==> config.mk <==
export PLATFORM = sky130hd
export DESIGN_NAME = mar_input_unit
export DESIGN_NICKNAME = d
export VERILOG_FILES = /design/src/rtl/mar_input_unit_pkg.sv /design/src/rtl/mar_sync_chain.sv /design/src/rtl/mar_input_unit.sv
export SDC_FILE = /design/constraint.sdc
export NUM_CORES = 1
export LEC_CHECK = 0
export BUFFER_PORTS_ARGS = -buffer_cell sky130_fd_sc_hd__clkbuf_2
export CAP_MARGIN = 20
export CORE_AREA = 8 8 45 47
export CTS_CLUSTER_SIZE = 16
export DETAILED_ROUTE_END_ITERATION = 16
export DIE_AREA = 0 0 53 55
export HOLD_SLACK_MARGIN = 0.08
export PLACE_DENSITY_LB_ADDON = 0.3
export SYNTH_ARGS = -nofsm -noshare
export SYNTH_HDL_FRONTEND = slang
export SYNTH_SLANG_ARGS = --single-unit
==> constraint.sdc <==
create_clock -name CLK -period 1.8 [get_ports CLK]
set_input_delay 0.09 -clock CLK [delete_from_list [all_inputs] [get_ports CLK]]
set_output_delay 0.09 -clock CLK [all_outputs]
set_load 0.01 [all_outputs]
==> src/rtl/mar_input_unit_pkg.sv <==
// Shared constants for the SAP-1 front-panel / memory address path.
package mar_input_unit_pkg;

    localparam int unsigned DEFAULT_ADDR_WIDTH = 4;

    localparam logic MODE_PROG = 1'b0;
    localparam logic MODE_RUN  = 1'b1;

    localparam int unsigned MIN_SYNC_STAGES = 2;
    localparam int unsigned MAX_SYNC_STAGES = 3;

endpackage : mar_input_unit_pkg

==> src/rtl/mar_sync_chain.sv <==
// Multi-flop synchroniser for an asynchronous front-panel switch, async active-low clear.
module mar_sync_chain #(
    parameter int unsigned SYNC_STAGES = 2
) (
    input  logic clk,
    input  logic rst_n,
    input  logic async_i,
    output logic sync_o,
    output logic sync_next_c
);

    logic [SYNC_STAGES-1:0] sync_q;
    logic [SYNC_STAGES-1:0] sync_d;

    always_comb begin
        sync_d = {sync_q[SYNC_STAGES-2:0], async_i};
    end

    always_ff @(posedge clk or negedge rst_n) begin
        if (!rst_n) begin
            sync_q <= '0;
        end else begin
            sync_q <= sync_d;
        end
    end

    // Value the output stage will take on the next edge, used for change detection.
    assign sync_o      = sync_q[SYNC_STAGES-1];
    assign sync_next_c = sync_q[SYNC_STAGES-2];

endmodule : mar_sync_chain

==> src/rtl/mar_input_unit.sv <==
// SAP-1 input/MAR stage: bus-loaded MAR, front-panel address pointer and mode-selected RAM address.
module mar_input_unit
    import mar_input_unit_pkg::*;
#(
    parameter int unsigned ADDR_WIDTH  = DEFAULT_ADDR_WIDTH,
    parameter int unsigned SYNC_STAGES = MIN_SYNC_STAGES
) (
    input  logic                  CLK,
    input  logic                  CLR_bar,
    input  logic                  L_M_bar,
    input  logic [ADDR_WIDTH-1:0] bus_address,
    input  logic [ADDR_WIDTH-1:0] programmer_address,
    input  logic                  LD_P_bar,
    input  logic                  INC_P_bar,
    input  logic                  run_or_prog,
    output logic [ADDR_WIDTH-1:0] address,
    output logic                  run_mode,
    output logic                  addr_valid,
    output logic                  wrap
);

    logic [ADDR_WIDTH-1:0] mar_q, mar_d;
    logic [ADDR_WIDTH-1:0] ptr_q, ptr_d;
    logic                  wrap_q, wrap_d;
    logic                  addr_valid_q, addr_valid_d;
    logic                  run_mode_sync;
    logic                  run_mode_next_c;

    mar_sync_chain #(
        .SYNC_STAGES (SYNC_STAGES)
    ) u_mode_sync (
        .clk         (CLK),
        .rst_n       (CLR_bar),
        .async_i     (run_or_prog),
        .sync_o      (run_mode_sync),
        .sync_next_c (run_mode_next_c)
    );

    // Next-state for MAR, pointer (load beats increment), wrap pulse and settle flag.
    always_comb begin
        mar_d        = mar_q;
        ptr_d        = ptr_q;
        wrap_d       = 1'b0;
        addr_valid_d = (run_mode_next_c == run_mode_sync);

        if (!L_M_bar) begin
            mar_d = bus_address;
        end

        if (!LD_P_bar) begin
            ptr_d = programmer_address;
        end else if (!INC_P_bar) begin
            ptr_d  = ptr_q + ADDR_WIDTH'(1);
            wrap_d = (ptr_q == {ADDR_WIDTH{1'b1}});
        end
    end

    always_ff @(posedge CLK or negedge CLR_bar) begin
        if (!CLR_bar) begin
            mar_q        <= '0;
            ptr_q        <= '0;
            wrap_q       <= 1'b0;
            addr_valid_q <= 1'b0;
        end else begin
            mar_q        <= mar_d;
            ptr_q        <= ptr_d;
            wrap_q       <= wrap_d;
            addr_valid_q <= addr_valid_d;
        end
    end

    assign run_mode   = run_mode_sync;
    assign address    = (run_mode_sync == MODE_RUN) ? mar_q : ptr_q;
    assign addr_valid = addr_valid_q;
    assign wrap       = wrap_q;

endmodule : mar_input_unit

After elaboration in Yosys (flattened, before gate mapping):

Index checks and enable logic that the tools add are counted.
Widths: inputs -> output; s select.

* add/sub/neg operators: 1
* muxes and demuxes: 5
* eq/ne operators: 3

Operators with widths (number)
* $mux 4: 3
* $add 4x1->4 const B: 1
* $eq 4x4->1 const B: 1
* $mux 1: 2
* $ne 2x2->1 const B: 1
* $eq 1x1->1: 1

* input bits: 14
* logic and storage cells: 14
* register bits: 12
* output and inout bits: 7

Longest topological paths before layout:

Gate-level depths: netlist of run 1.

* depth in word-level cells: 3
* gate-level depth with buffers: 4

Hierarchy:

A second synthesis of run 1 with hierarchy kept.

* cell total of the unflattened synthesis: 37
* area, all modules: 518.0 µm²

Modules (own cells, without submodules)
* mar_input_unit: area each 467.9 µm², cells each 35, instances 1, sequential area each 250.2 µm²
* mar_sync_chain: area each 50.0 µm², cells each 2, instances 1, sequential area each 50.0 µm²

Worst setup path before layout of run 1:

Ideal clock, no wire load.

* path type: flip-flop to flip-flop
* from: reg ptr_q[0]
* to: reg wrap_q (netlist: wrap)
* cell stages (with the launch flop): 4
* data arrival time: 986 ps
* slack: 693 ps
* setup time: 121 ps
* data required time: 1679 ps
* path buffers: 0
* cell sequence: dfrtp_1 > ha_1 > and2b_2 > and4_2

* word-level cells in the longest chain between the ends: 3

RTL lines
* start, declared: line mar_input_unit.sv:23 `logic [ADDR_WIDTH-1:0] ptr_q, ptr_d;`
* start signal, assigned: line mar_input_unit.sv:66 `ptr_q <= ptr_d;`
* $eq 4x4->1: line mar_input_unit.sv:54 `wrap_d = (ptr_q == {ADDR_WIDTH{1'b1}});`
* $mux 1: line mar_input_unit.sv:52 `end else if (!INC_P_bar) begin`
* $mux 1: line mar_input_unit.sv:50 `if (!LD_P_bar) begin`
* named net wrap_d: line mar_input_unit.sv:24 `logic wrap_q, wrap_d;`
* end signal, assigned: line mar_input_unit.sv:67 `wrap_q <= wrap_d;`
* end, declared: line mar_input_unit.sv:24

The timed path passes the listed nets, and every way through them passes these cells.
A chain may end at the register's enable or synchronous reset.

Worst setup path after layout of run 1:

* from: reg u_mode_sync.sync_q[1]
* to: out address[3]

* word-level cells in the longest chain between the ends: 1

RTL lines
* start, declared: line mar_sync_chain.sv:12 `logic [SYNC_STAGES-1:0] sync_q;`
* start signal, assigned: line mar_sync_chain.sv:23 `sync_q <= sync_d;`
* $mux 4: line mar_input_unit.sv:73 `assign address = (run_mode_sync == MODE_RUN) ? mar_q : ptr_q;`
* end, declared: line mar_input_unit.sv:16 `output logic [ADDR_WIDTH-1:0] address,`

No other way between the ends.

==> results.toml, run 1 <==
[run_status]
outcome = "complete, no violations"

[yosys]
synthDistinctLibCells = 12
synth_seq_cells = 12
syn_area_um2 = 518.0
synth-edff-count = 0
synth_area_leader_cell = "dfrtp_1"
ys_warn_count = 0
yosysMostFrequentCell = "dfrtp_1"
synth_common_cells = "12 x dfrtp_1, 9 x mux2_2, 3 x a21oi_1, 3 x nor2_1, 3 x xnor2_1"
synth_top_area_share_pct = 57.97
synthCells = 37
synth_ff_type = "dfrtp_1"
yosysSeqAreaShare_pct = 57.97
async_reset_ff_share_pct = 100.0
yosys-top-cells-area = "dfrtp_1 58%, mux2_2 20%, xnor2_1 5.1%, a21oi_1 2.9%, ha_1 2.4%"
avgSynthCellArea_um2 = 14.00
synthesis.nets = 52

[setup_path]
r2r_start = "ptr_q[0]"
start_kind = "flop"
cp-end-kind = "output port"
worstPathRequired_ns = 1.71
r2r_end = "wrap"
worstRegToRegCells = 3
crit_fanout = 6
r2r_setup_slack_ns = 0.65
critical_path_class = "flop to output port"
crit_arrival_ns = 1.25

[layout]
multi_input_area_um2 = 212.7
drive_gt1_share_pct = 50.00
seq_area_um2 = 300.3
area_growth_pct = 48.55
fin_nets = 86
diodes = 0
post-route-util_pct = 55.61
fillers = 123

[sta]
finalMaxSlewViolations = 0
fin_skew_ns = 0.0003261
worst_pin_slew_ns = 0.2936
post-route-period-util_pct = 74.26
setup_tns_ns = 0
setup_violations = 0
hold_ws_ns = 0.1027
relSlewSlack_pct = 80.43
clock.fmax_mhz = 748.1
hold_viol = 0
rsz0062_at_grt = "no"
finalCriticalPeriod_ns = 1.337

[power_and_ir_drop]
power_density_nw_per_um2 = 853.0
leakagePower_nw = 0.3645
ir_drop_v = 0.0004492

[global_route]
grt_overflow_total = 0
grt_first_pass_wirelength_um = 1718
grt_pass1_vias = 434
antenna_found_initial = 0
grt_start_max_net_pins = 13
grt_usage_pct = 8.122

[clock_network]
clk_latency_ns = 0.26
clkSinkCount = 12
clockBufferDepth = 2
clk_pin_slew_ns = 0.08
cts_tree = "done"
cts_buffers = 3
post_cts_buffers = 0
h-tree-depth = 1
cts-resized-gates = 0
cts_hold_buf = 10
root_buffer = "clkbuf_4"

[place]
port_buffers = 20
finalWeightedCongestion = 0.6675

[floorplanning]
row_count = 14
die_w_um = 53
coreArea_um2 = 1384
dieHeight_um = 55
io_pins = 21
start_util_pct = 37.43
die-area_um2 = 2915

[routing]
firstDrtPassIters = 2
drc = 0
wl_per_cell_um = 12.29
ant_nets = 0
wirelength_um = 1057
initialDrtViolationCount = 3
dr_total_vias = 401
via_per_inst = 4.663

[hold_path]
min_path_cells = 2
worstHoldEndpoint = "ptr_q[1]"
min_path_type = "primary input to flop"
hold_start = "LD_P_bar"

[job]
drv_cap = 0
[per-stage QoR]
stage	instance area [µm²]	setup slack, ns	std cells	total power, W
2_1_floorplan	518.0	0.6931	37	0.0003887
3_3_place_gp	633.1	0.6781	72	0.0004368
3_5_place_dp	633.1	0.6601	72	0.0004382
4_1_cts	769.5	0.4526	86	0.0006666
5_1_grt	769.5	0.4131	86	0.0006923
6_report	769.5	0.4633	86	0.0006563
[sequential cells by signal (all words and copies together), names as in the netlist]
register	count
wrap	1
u_mode_sync.sync_q	2
ptr_q	4
addr_valid	1
mar_q	4
[placed cells by master, fill, tap and decap left out, drive strengths merged, types with 3 or more instances in the layout]
master,instances
dlygate4sd3,10
mux2,9
a21oi,3
dfrtp,12
nor2,3
xnor2,3
clkbuf,24
[report_power, final]
group	switching, W	internal [W]
Sequential	0.0000225	0.000297
Combinational	0.0000497	0.0000780
Clock	0.0000868	0.000123
[worst max-delay path, stage by stage, from the launching register on]
cell	delay, ns
dfrtp_1	0.49
mux2_2	0.37
clkbuf_2	0.13
[how the worst max path moves through the flow]
| stage | start | to | slack, ns | depth (start not counted) |
|---|---|---|---|---|
| CTS | u_mode_sync.sync_q[1] | address[0] | 0.45 | 2 |
| detailed placement | ptr_q[0] | wrap | 0.66 | 3 |
| global placement | ptr_q[0] | wrap | 0.68 | 3 |
| finish | u_mode_sync.sync_q[1] | address[3] | 0.46 | 2 |
| floorplan | ptr_q[0] | wrap | 0.69 | 3 |
| global route | u_mode_sync.sync_q[1] | address[0] | 0.41 | 2 |
[logic make-up (layout without fill, tap and decap cells)]
| kind of cell | count (synthesis) | in the layout | synth area share [%] |
|---|---|---|---|
| compound gates | 3 | 3 | 2.898 |
| xor+xnor | 4 | 4 | 6.765 |
| fa+ha+maj | 1 | 1 | 2.415 |
| buf+inv | 1 | 34 | 0.9653 |
| flops | 12 | 12 | 57.97 |
| mux | 10 | 10 | 21.50 |
| simple gates | 6 | 6 | 7.488 |
[area by class of cell]
class	instances	share of cell area (%)
Clock buffer	4	4.715
Tap cell	16	2.602
Multi-Input combinational cell	24	27.64
Timing Repair Buffer	30	26.02
Sequential cell	12	39.02
[metal layers]
layer  part of all wire (%)  vias up  global-route usage, %
met3                     10        2                  4.278
met1                     38      189                  7.994
met2                     50       11                  13.28
met4                    1.1        0                  5.172
li1                       -      199                      -
met5                      0        -                      0
Note: power is estimated with default switching activity, not from simulation.
==> run 2, diff against run 1 <==
- ABC_AREA: unset -> 1
- CORE_AREA: 8 8 45 47 -> unset
- CORE_MARGIN: unset -> 8
- CORE_UTILIZATION: unset -> 41
- DIE_AREA: 0 0 53 55 -> unset
- clock period: 1.8 -> 1.16 ns (I/O delays scaled with it)
==> results.toml, run 2 <==
[global_route]
grt_first_pass_wirelength_um = 2221
grt_overflow_total = 0
grt_usage_pct = 11.05
grt_pass1_vias = 499
grt_start_max_net_pins = 13
antenna_found_initial = 0

[floorplanning]
start_util_pct = 43.33
coreArea_um2 = 1285
dieHeight_um = 52.85
die_w_um = 52.85
io_pins = 21
die-area_um2 = 2793
row_count = 13

[job]
drv_cap = 0

[sta]
relSlewSlack_pct = 79.85
worst_pin_slew_ns = 0.3023
post-route-period-util_pct = 98.42
finalWorstSetupSlack_ns = 0.01829
clock.fmax_mhz = 875.9
setup_tns_ns = 0
finalCriticalPeriod_ns = 1.142
hold_viol = 0
setup_violations = 0
rsz0062_at_grt = "yes"
finalMaxSlewViolations = 0
fin_skew_ns = 0.004019

[layout]
seq_area_um2 = 301.5
post-route-util_pct = 63.10
reg_top3 = "mar_q (4), ptr_q (4), u_mode_sync.sync_q (2)"
multi_input_area_um2 = 221.5
fin_nets = 108
final_common_cell = "clkbuf_2"
fillers = 115
mostFrequentLayoutCells = "20 x clkbuf_2, 13 x nand2_1, 11 x dfrtp_1"
drive_gt1_share_pct = 39.13
diodes = 0
area_growth_pct = 45.62

[setup_path]
cp.depth = 2
slowest_delay_ns = 0.47
worstRegToRegCells = 4
worstPathRequired_ns = 1.10
critical_path_class = "flop to output port"
start_kind = "flop"
path_cells = "o21ai_1 > clkbuf_2"
cp.buffers_inverters = 1
cp-end-kind = "output port"
crit_arrival_ns = 1.08
crit_fanout = 10
cpMaxStageDelayCell = "dfrtp_2"
crit_family = "flip-flops"

[yosys]
synthesis.nets = 73
async_reset_ff_share_pct = 100.0
syn_area_um2 = 556.8
avgSynthCellArea_um2 = 9.600
synth_ff_type = "dfrtp_1"
synth-edff-count = 0
yosysMostFrequentCell = "nand2_1"
synthCells = 58
synth_common_cells = "13 x nand2_1, 12 x dfrtp_1, 6 x inv_1, 6 x nand3_1"
ys_warn_count = 0
synth_area_leader_cell = "dfrtp_1"
yosys-top-cells-area = "dfrtp_1 54%, nand2_1 8.8%, mux2_2 8.1%, nand3_1 5.4%, inv_1 4.0%"
synthDistinctLibCells = 15
synth_top_area_share_pct = 53.93
synth_seq_cells = 12
yosysSeqAreaShare_pct = 53.93

[power_and_ir_drop]
combinationalPowerShare_pct = 20.5
internal_power_w = 0.0007562
leakagePower_nw = 0.4095
ir_drop_v = 0.0006241
power_density_nw_per_um2 = 1283
p_switching_w = 0.0002837
switching_share_pct = 27.28
power_frac_seq_pct = 46.6
clock_power_share_pct = 33.0

[routing]
dr_total_vias = 516
ant_nets = 0
wl_per_cell_um = 12.91
wirelength_um = 1381
via_per_inst = 4.822
initialDrtViolationCount = 10
drc = 0
firstDrtPassIters = 4

[clock_network]
clkSinkCount = 12
h-tree-depth = 1
root_buffer = "clkbuf_4"
cts_buffers = 3
clk_pin_slew_ns = 0.08
clk_latency_ns = 0.28
clockBufferDepth = 2
cts_tree = "done"

[place]
port_buffers = 20
hpwl_um = 911.8
finalWeightedCongestion = 0.7587
pre_cts_slack_ns = 0.1622

[run_status]
outcome = "complete, no violations"

[hold_path]
min_path_cells = 5
min_path_type = "primary input to flop"
run 2: path summary, 6_finish.rpt:
check                                      start               endpoint  slack [ns]
max                        u_mode_sync.sync_q[1]             address[0]        0.02
min                        programmer_address[3]               ptr_q[3]        0.08
max reg2reg                             ptr_q[0]               ptr_q[2]        0.05
min reg2reg                u_mode_sync.sync_q[0]  u_mode_sync.sync_q[1]        0.40
max in group asynchronous                CLR_bar  u_mode_sync.sync_q[1]        0.72
min in group asynchronous                CLR_bar             addr_valid        0.19
run 2: cells by family (layout without fill, tap and decap cells):
family	after synthesis	in the layout	share of synthesized area, %
AO/OA/AOI/OAI	8	8	8.763
XOR/XNOR	2	2	3.147
adder cells (fa/ha/maj)	1	1	2.247
buffers and inverters	9	43	6.291
flip-flops	12	12	53.93
multiplexers	4	4	8.089
AND/OR/NAND/NOR	22	22	17.53
run 2: final cells by class:
class | count | share of cell area, %
Clock buffer | 4 | 4.475
Timing Repair Buffer | 31 | 25.00
Multi-Input combinational cell | 37 | 27.31
Sequential cell | 12 | 37.19
Inverter | 8 | 3.704
Tap cell | 15 | 2.315
run 2: worst min-delay path: cells and delay by family:
kind / cells / cell delay [ns]
buffers and inverters: 2 / 0.10
AND/OR/NAND/NOR: 3 / 0.16
run 2: power by group through the flow:
stage / sequential [W] / clock, W / combinational [W]
after floorplan: 0.000489 / 0 / 0.000101
after global routing: 0.000489 / 0.000371 / 0.000238
final: 0.000484 / 0.000343 / 0.000213
after CTS: 0.000484 / 0.000342 / 0.000205
after detailed placement: 0.000497 / 0 / 0.000169
after global placement: 0.000494 / 0 / 0.000167
run 2: per-stage QoR:
| stage | total power, W | cell area [µm²] | cells | hold slack (ns) |
|---|---|---|---|---|
| after floorplan | 0.0005898 | 556.8 | 58 | -0.2376 |
| after global placement | 0.0006607 | 670.6 | 92 | -0.04722 |
| after detailed placement | 0.0006654 | 670.6 | 92 | -0.03898 |
| after CTS | 0.001032 | 803.3 | 106 | 0.08821 |
| after global routing | 0.001097 | 810.8 | 107 | 0.09708 |
| final | 0.001040 | 810.8 | 107 | 0.07782 |
run 2: what timing repair did:
item / in CTS / in global routing
hold endpoints to repair: 19 / 0
hold buffers: 8 / 0
setup endpoints to repair: 4 / 4
gates resized for setup: 2 / 3
buffers inserted: 2 / 1
cloned: 0 / 0
run 2: per-layer routing:
metal  wire length (µm)  part of all wire, %  track usage, %
met2                748                   54           17.97
met4                 29                  2.1           6.466
met5                  0                    0               0
met1                503                   36           11.86
met3                100                  7.2           4.202
